===== config.mk =====
export PLATFORM = sky130hd
export DESIGN_NAME = output_collector_block_flat
export DESIGN_NICKNAME = d
export VERILOG_FILES = /design/src/rtl/output_collector_block_if.sv /design/src/rtl/output_collector_block.sv /design/src/flat_wrapper.sv
export SDC_FILE = /design/constraint.sdc
export NUM_CORES = 1
export LEC_CHECK = 0
export CORE_MARGIN = 2
export CORE_UTILIZATION = 64
export DETAILED_ROUTE_END_ITERATION = 8
export PLACE_DENSITY = 0.91
export SLEW_MARGIN = 20
export SYNTH_ARGS = -nofsm -noshare
export SYNTH_HDL_FRONTEND = slang
export SYNTH_SLANG_ARGS = --single-unit

===== constraint.sdc =====
create_clock -name clock_i -period 7.4 [get_ports clock_i]
set_input_delay 1.11 -clock clock_i [delete_from_list [all_inputs] [get_ports clock_i]]
set_output_delay 1.11 -clock clock_i [all_outputs]
set_load 0.005 [all_outputs]

===== src/rtl/output_collector_block_if.sv =====
// Collector bundle: softmax result words in, buffered vector stream out.
// Master drives inputs and out_ready_i; slave (the collector) drives the output stream and status.
interface output_collector_block_if #(
    parameter int data_size      = 32,
    parameter int number_of_data = 10
);
    localparam int IDX_W = $clog2(number_of_data);

    logic [data_size-1:0] collect_data_i;
    logic                 collect_data_valid_i;
    logic                 out_ready_i;
    logic [data_size-1:0] out_data_o;
    logic                 out_valid_o;
    logic                 out_last_o;
    logic [IDX_W-1:0]     out_index_o;
    logic                 busy_o;
    logic                 overflow_o;

    modport master (
        output collect_data_i, collect_data_valid_i, out_ready_i,
        input  out_data_o, out_valid_o, out_last_o, out_index_o, busy_o, overflow_o
    );

    modport slave (
        input  collect_data_i, collect_data_valid_i, out_ready_i,
        output out_data_o, out_valid_o, out_last_o, out_index_o, busy_o, overflow_o
    );
endinterface


===== src/rtl/output_collector_block.sv =====
// Buffers one softmax vector, then streams it out; first word 1 cycle after the last capture.
// Output holds under out_ready_i=0; words arriving while draining are dropped and flag overflow.
module output_collector_block #(
    parameter int data_size      = 32,
    parameter int number_of_data = 10
) (
    input  logic                      clock_i,
    input  logic                      reset_n_i,
    output_collector_block_if.slave   bus
);
    localparam int               IDX_W    = $clog2(number_of_data);
    localparam logic [IDX_W-1:0] LAST_IDX = IDX_W'(number_of_data - 1);

    typedef enum logic {
        COLLECT = 1'b0,
        DRAIN   = 1'b1
    } state_t;

    state_t               state_q, state_d;
    logic [IDX_W-1:0]     wr_cnt_q, wr_cnt_d;
    logic [IDX_W-1:0]     rd_cnt_q, rd_cnt_d;
    logic                 overflow_q, overflow_d;
    logic                 wr_en;
    logic [data_size-1:0] buffer_q [number_of_data];

    always_comb begin
        state_d    = state_q;
        wr_cnt_d   = wr_cnt_q;
        rd_cnt_d   = rd_cnt_q;
        overflow_d = overflow_q;
        wr_en      = 1'b0;
        case (state_q)
            COLLECT: begin
                if (bus.collect_data_valid_i) begin
                    wr_en = 1'b1;
                    if (wr_cnt_q == LAST_IDX) begin
                        wr_cnt_d = '0;
                        rd_cnt_d = '0;
                        state_d  = DRAIN;
                    end else begin
                        wr_cnt_d = wr_cnt_q + IDX_W'(1);
                    end
                end
            end
            DRAIN: begin
                // No room while draining: the word is lost, only the sticky flag records it.
                if (bus.collect_data_valid_i) begin
                    overflow_d = 1'b1;
                end
                if (bus.out_ready_i) begin
                    if (rd_cnt_q == LAST_IDX) begin
                        rd_cnt_d = '0;
                        state_d  = COLLECT;
                    end else begin
                        rd_cnt_d = rd_cnt_q + IDX_W'(1);
                    end
                end
            end
            default: state_d = COLLECT;
        endcase
    end

    always_ff @(posedge clock_i or negedge reset_n_i) begin
        if (!reset_n_i) begin
            state_q    <= COLLECT;
            wr_cnt_q   <= '0;
            rd_cnt_q   <= '0;
            overflow_q <= 1'b0;
        end else begin
            state_q    <= state_d;
            wr_cnt_q   <= wr_cnt_d;
            rd_cnt_q   <= rd_cnt_d;
            overflow_q <= overflow_d;
        end
    end

    always_ff @(posedge clock_i) begin
        if (wr_en) begin
            buffer_q[wr_cnt_q] <= bus.collect_data_i;
        end
    end

    // Buffer is never reset, so the data path is forced to zero outside DRAIN.
    assign bus.out_valid_o = (state_q == DRAIN);
    assign bus.out_data_o  = (state_q == DRAIN) ? buffer_q[rd_cnt_q] : '0;
    assign bus.out_index_o = rd_cnt_q;
    assign bus.out_last_o  = (state_q == DRAIN) && (rd_cnt_q == LAST_IDX);
    assign bus.busy_o      = !((state_q == COLLECT) && (wr_cnt_q == '0));
    assign bus.overflow_o  = overflow_q;
endmodule


===== src/flat_wrapper.sv =====
// flat-port wrapper written by rule: the top's interface ports become plain ports
module output_collector_block_flat 
#(
    parameter int data_size      = 32,
    parameter int number_of_data = 10
)
  (clock_i, reset_n_i, bus_collect_data_i, bus_collect_data_valid_i, bus_out_ready_i, bus_out_data_o, bus_out_valid_o, bus_out_last_o, bus_out_index_o, bus_busy_o, bus_overflow_o);
  output_collector_block_if #(.data_size(data_size), .number_of_data(number_of_data)) bus_i ();
  input  logic clock_i;
  input  logic reset_n_i;
  input wire logic [$bits(bus_i.collect_data_i)-1:0] bus_collect_data_i;
  input wire logic [$bits(bus_i.collect_data_valid_i)-1:0] bus_collect_data_valid_i;
  input wire logic [$bits(bus_i.out_ready_i)-1:0] bus_out_ready_i;
  output wire logic [$bits(bus_i.out_data_o)-1:0] bus_out_data_o;
  output wire logic [$bits(bus_i.out_valid_o)-1:0] bus_out_valid_o;
  output wire logic [$bits(bus_i.out_last_o)-1:0] bus_out_last_o;
  output wire logic [$bits(bus_i.out_index_o)-1:0] bus_out_index_o;
  output wire logic [$bits(bus_i.busy_o)-1:0] bus_busy_o;
  output wire logic [$bits(bus_i.overflow_o)-1:0] bus_overflow_o;
  assign bus_i.collect_data_i = bus_collect_data_i;
  assign bus_i.collect_data_valid_i = bus_collect_data_valid_i;
  assign bus_i.out_ready_i = bus_out_ready_i;
  assign bus_out_data_o = bus_i.out_data_o;
  assign bus_out_valid_o = bus_i.out_valid_o;
  assign bus_out_last_o = bus_i.out_last_o;
  assign bus_out_index_o = bus_i.out_index_o;
  assign bus_busy_o = bus_i.busy_o;
  assign bus_overflow_o = bus_i.overflow_o;
  output_collector_block #(.data_size(data_size), .number_of_data(number_of_data)) u_core (.clock_i(clock_i), .reset_n_i(reset_n_i), .bus(bus_i));
endmodule

==> impl_metrics.toml <==
[cts]
cts_tree = "built"
cts_resized = 0
clk_pin_slew_ps = 60
clockBufferDepth = 3
clock_latency_ps = 550
ctsHtreeMaxLevel = 1
postCtsHoldBufs = 0
cts-root-buf = "clkbuf_16"
postCtsSetupBuffers = 0
numCtsBuffers = 30
clkSinkCount = 330

[synthesis]
synthTopCellsByArea = "edfxtp_1 74%, mux2i_1 12%, a22oi_1 3.7%, nand2_1 2.1%, dfrtp_1 1.9%"
synthAdderAreaFrac_pct = 0.192
ys.flop_type = "edfxtp_1"
async_flop_share_pct = 3.03
synthMuxAreaShare_pct = 12.3
syn-cell-area_um2 = 13000
synth_compound_area_share_pct = 5.41
synth_edf_count = 320
ys_seq_area_share_pct = 75.6
synth_top_area_cell = "edfxtp_1"
synth_cell_type_count = 35
synth_xor_area_share_pct = 0.201
synth_most_common_cell = "edfxtp_1"
yosysTopAreaCellShare_pct = 73.7
netlist_top_cells_count = "320 x edfxtp_1, 160 x mux2i_1, 73 x nand2_1"
synth_cells = 790
synth_top_family_by_area = "multiplexers"
yosysWarnings = 0
synth_area_per_cell_um2 = 16.5
synthSimpleGateAreaFrac_pct = 4.48
ys_ff_latch = 330
syn_nets = 828

[pwr]
leakagePower_nw = 5.13
power_density_nw_per_um2 = 371
vdd_drop_max_uv = 259
p_int_w = 0.00383
power_frac_seq_pct = 42.9
p_comb_share_pct = 30.9
clkPwrFrac_pct = 26.2
p_switching_w = 0.00176
swShare_pct = 31.4

[sta]
slew_headroom_pct = 34.9
slew_viol_final = 0
setup-violations-final = 0
skew_ps = 18.3
finalCriticalPeriod_ps = 4790
hold_violations = 0
finalCritPeriodShare_pct = 64.7
tightest_slew_ps = 975
finalSetupTns_ps = 0
fmax_mhz = 209
rsz0062_at_grt = "false"

[critical_path]
rrSetupSlack_ps = 4560
crit_path_end_kind = "primary output"
required_ps = 6290
cp.arrival_ps = 3680
cp_slowest_cell = "dfrtp_4"
path_cells = "buf_16 -> buf_4 -> mux2i_1 -> a22oi_1 -> a21oi_1 -> nor2_1 -> clkdlybuf4s50_1"
worstSetupStartpointType = "register"
max_stage_delay_ps = 740
crit_fanout = 45
critical_path_buf_inv_count = 3
cp_top_family = "buffers and inverters"
crit_type = "register to primary output"

[floorplan]
rows = 52
die-area_um2 = 21500
fp.dieW_um = 147
initial_utilization_pct = 64.9
die_h_um = 147
core_area_um2 = 20100
ios = 76

[place]
place.detailed.hpwl_um = 14000
place_area_um2 = 14100
port_buffers = 75
gp_congestion = 0.751

[grt]
grt-ovfl-total = 0
grt_usage_pct = 25.9
grt_max_degree = 73
grt_pass1_vias = 7489
grt_pass1_wl_um = 42400
antenna_found_initial = 0

[layout]
ff_latch_area_um2 = 9860
drive_gt1_share_pct = 8.46
multi_input_area_um2 = 3010
n_antenna_cell = 0
area_delta_synth_final_pct = 15.5
finalNetCount = 905
final_cell_area_um2 = 15100
fillers = 1074

[routing]
drt_iter0_drc = 785
wl_per_cell_um = 24.3
drt-pass1-iter-count = 5
ant_nets = 0
via_count = 7249
drc = 0
vias_per_cell = 6.27
wl_um = 28100

[worst_hold_path]
hp-class = "register to register"

[run_status]
status = "completed"

[run]
maxCapViolCount = 0
worst paths after layout:
| kind | from | to | cells past startpoint |
|---|---|---|---|
| max in group asynchronous | reset_n_i | u_core.bus.out_index_o[0] | 1 |
| worst min-delay path | u_core.bus.overflow_o | u_core.bus.overflow_o | 1 |
| worst max-delay path | u_core.bus.out_index_o[0] | bus_out_data_o[28] | 7 |
| min in group asynchronous | reset_n_i | u_core.wr_cnt_q[2] | 1 |
| worst min register to register | u_core.bus.overflow_o | u_core.bus.overflow_o | 1 |
| worst max register to register | u_core.bus.out_valid_o | u_core.buffer_q[9][25] | 3 |
stage by stage:
step	power (W)	util, %	cells	worst slack (ps)	hold WS, ps
floorplan	0.00343	-	790	2570	451
global placement	0.00404	70.2	1104	3140	441
detailed placement	0.00410	70.2	1104	3120	452
CTS	0.00556	74.8	1156	2430	466
global route	0.00580	74.9	1157	2540	493
finish	0.00558	74.9	1157	2610	463
registers in the layout (all words and copies together), names as in the netlist:
name	flops
u_core.bus.overflow_o	1
u_core.bus.out_valid_o	1
u_core.wr_cnt_q	4
u_core.buffer_q	320
u_core.bus.out_index_o	4
power groups by stage:
stage	clock [W]	combinational (W)	sequential [W]
2_1_floorplan	0	0.00111	0.00232
3_3_place_gp	0	0.00157	0.00246
3_5_place_dp	0	0.00163	0.00247
4_1_cts	0.00147	0.00166	0.00244
5_1_grt	0.00155	0.00185	0.00241
6_report	0.00146	0.00173	0.00239
layer usage:
| metal | routed length (um) | share of wire, % | up-vias | track usage (%) |
|---|---|---|---|---|
| met5 | 0 | 0 | - | 0 |
| met4 | 632 | 2.2 | 0 | 8.45 |
| met3 | 2450 | 8.7 | 59 | 3.57 |
| met2 | 14400 | 51 | 405 | 44.4 |
| met1 | 10600 | 38 | 3588 | 35.1 |
| li1 | - | - | 3197 | - |
worst register-to-register path, stage by stage, from the launching register on:
cell     delay [ps]
dfrtp_1         650
or2_1           490
or3b_1          540
inv_2           760
cells in the final DEF (no fill, tap or decap), types with 6 or more instances in the layout:
master / instances
a21oi_1: 33
edfxtp_1: 320
nand2_1: 73
a22oi_1: 64
buf_4: 19
clkdlybuf4s50_1: 75
dfrtp_1: 8
clkinv_1: 7
clkbuf_1: 6
mux2i_1: 160
nor2_1: 33
clkbuf_16: 31
logic make-up after synthesis:
family | count (synthesis)
multiplexers | 160
buffers and inverters | 54
AO/OA/AOI/OAI | 105
flip-flops | 330
XOR/XNOR | 3
AND/OR/NAND/NOR | 136
adder cells (fa/ha/maj) | 2
area by class of cell:
class	count	area share, %
clock inverter	15	0.789
sequential	330	65.5
tap	270	2.24
inverter	4	0.0997
timing repair buffer	95	6.11
multi-input combinational	406	20.0
clock buffer	37	5.30
Power figures use the tool's default switching activity.
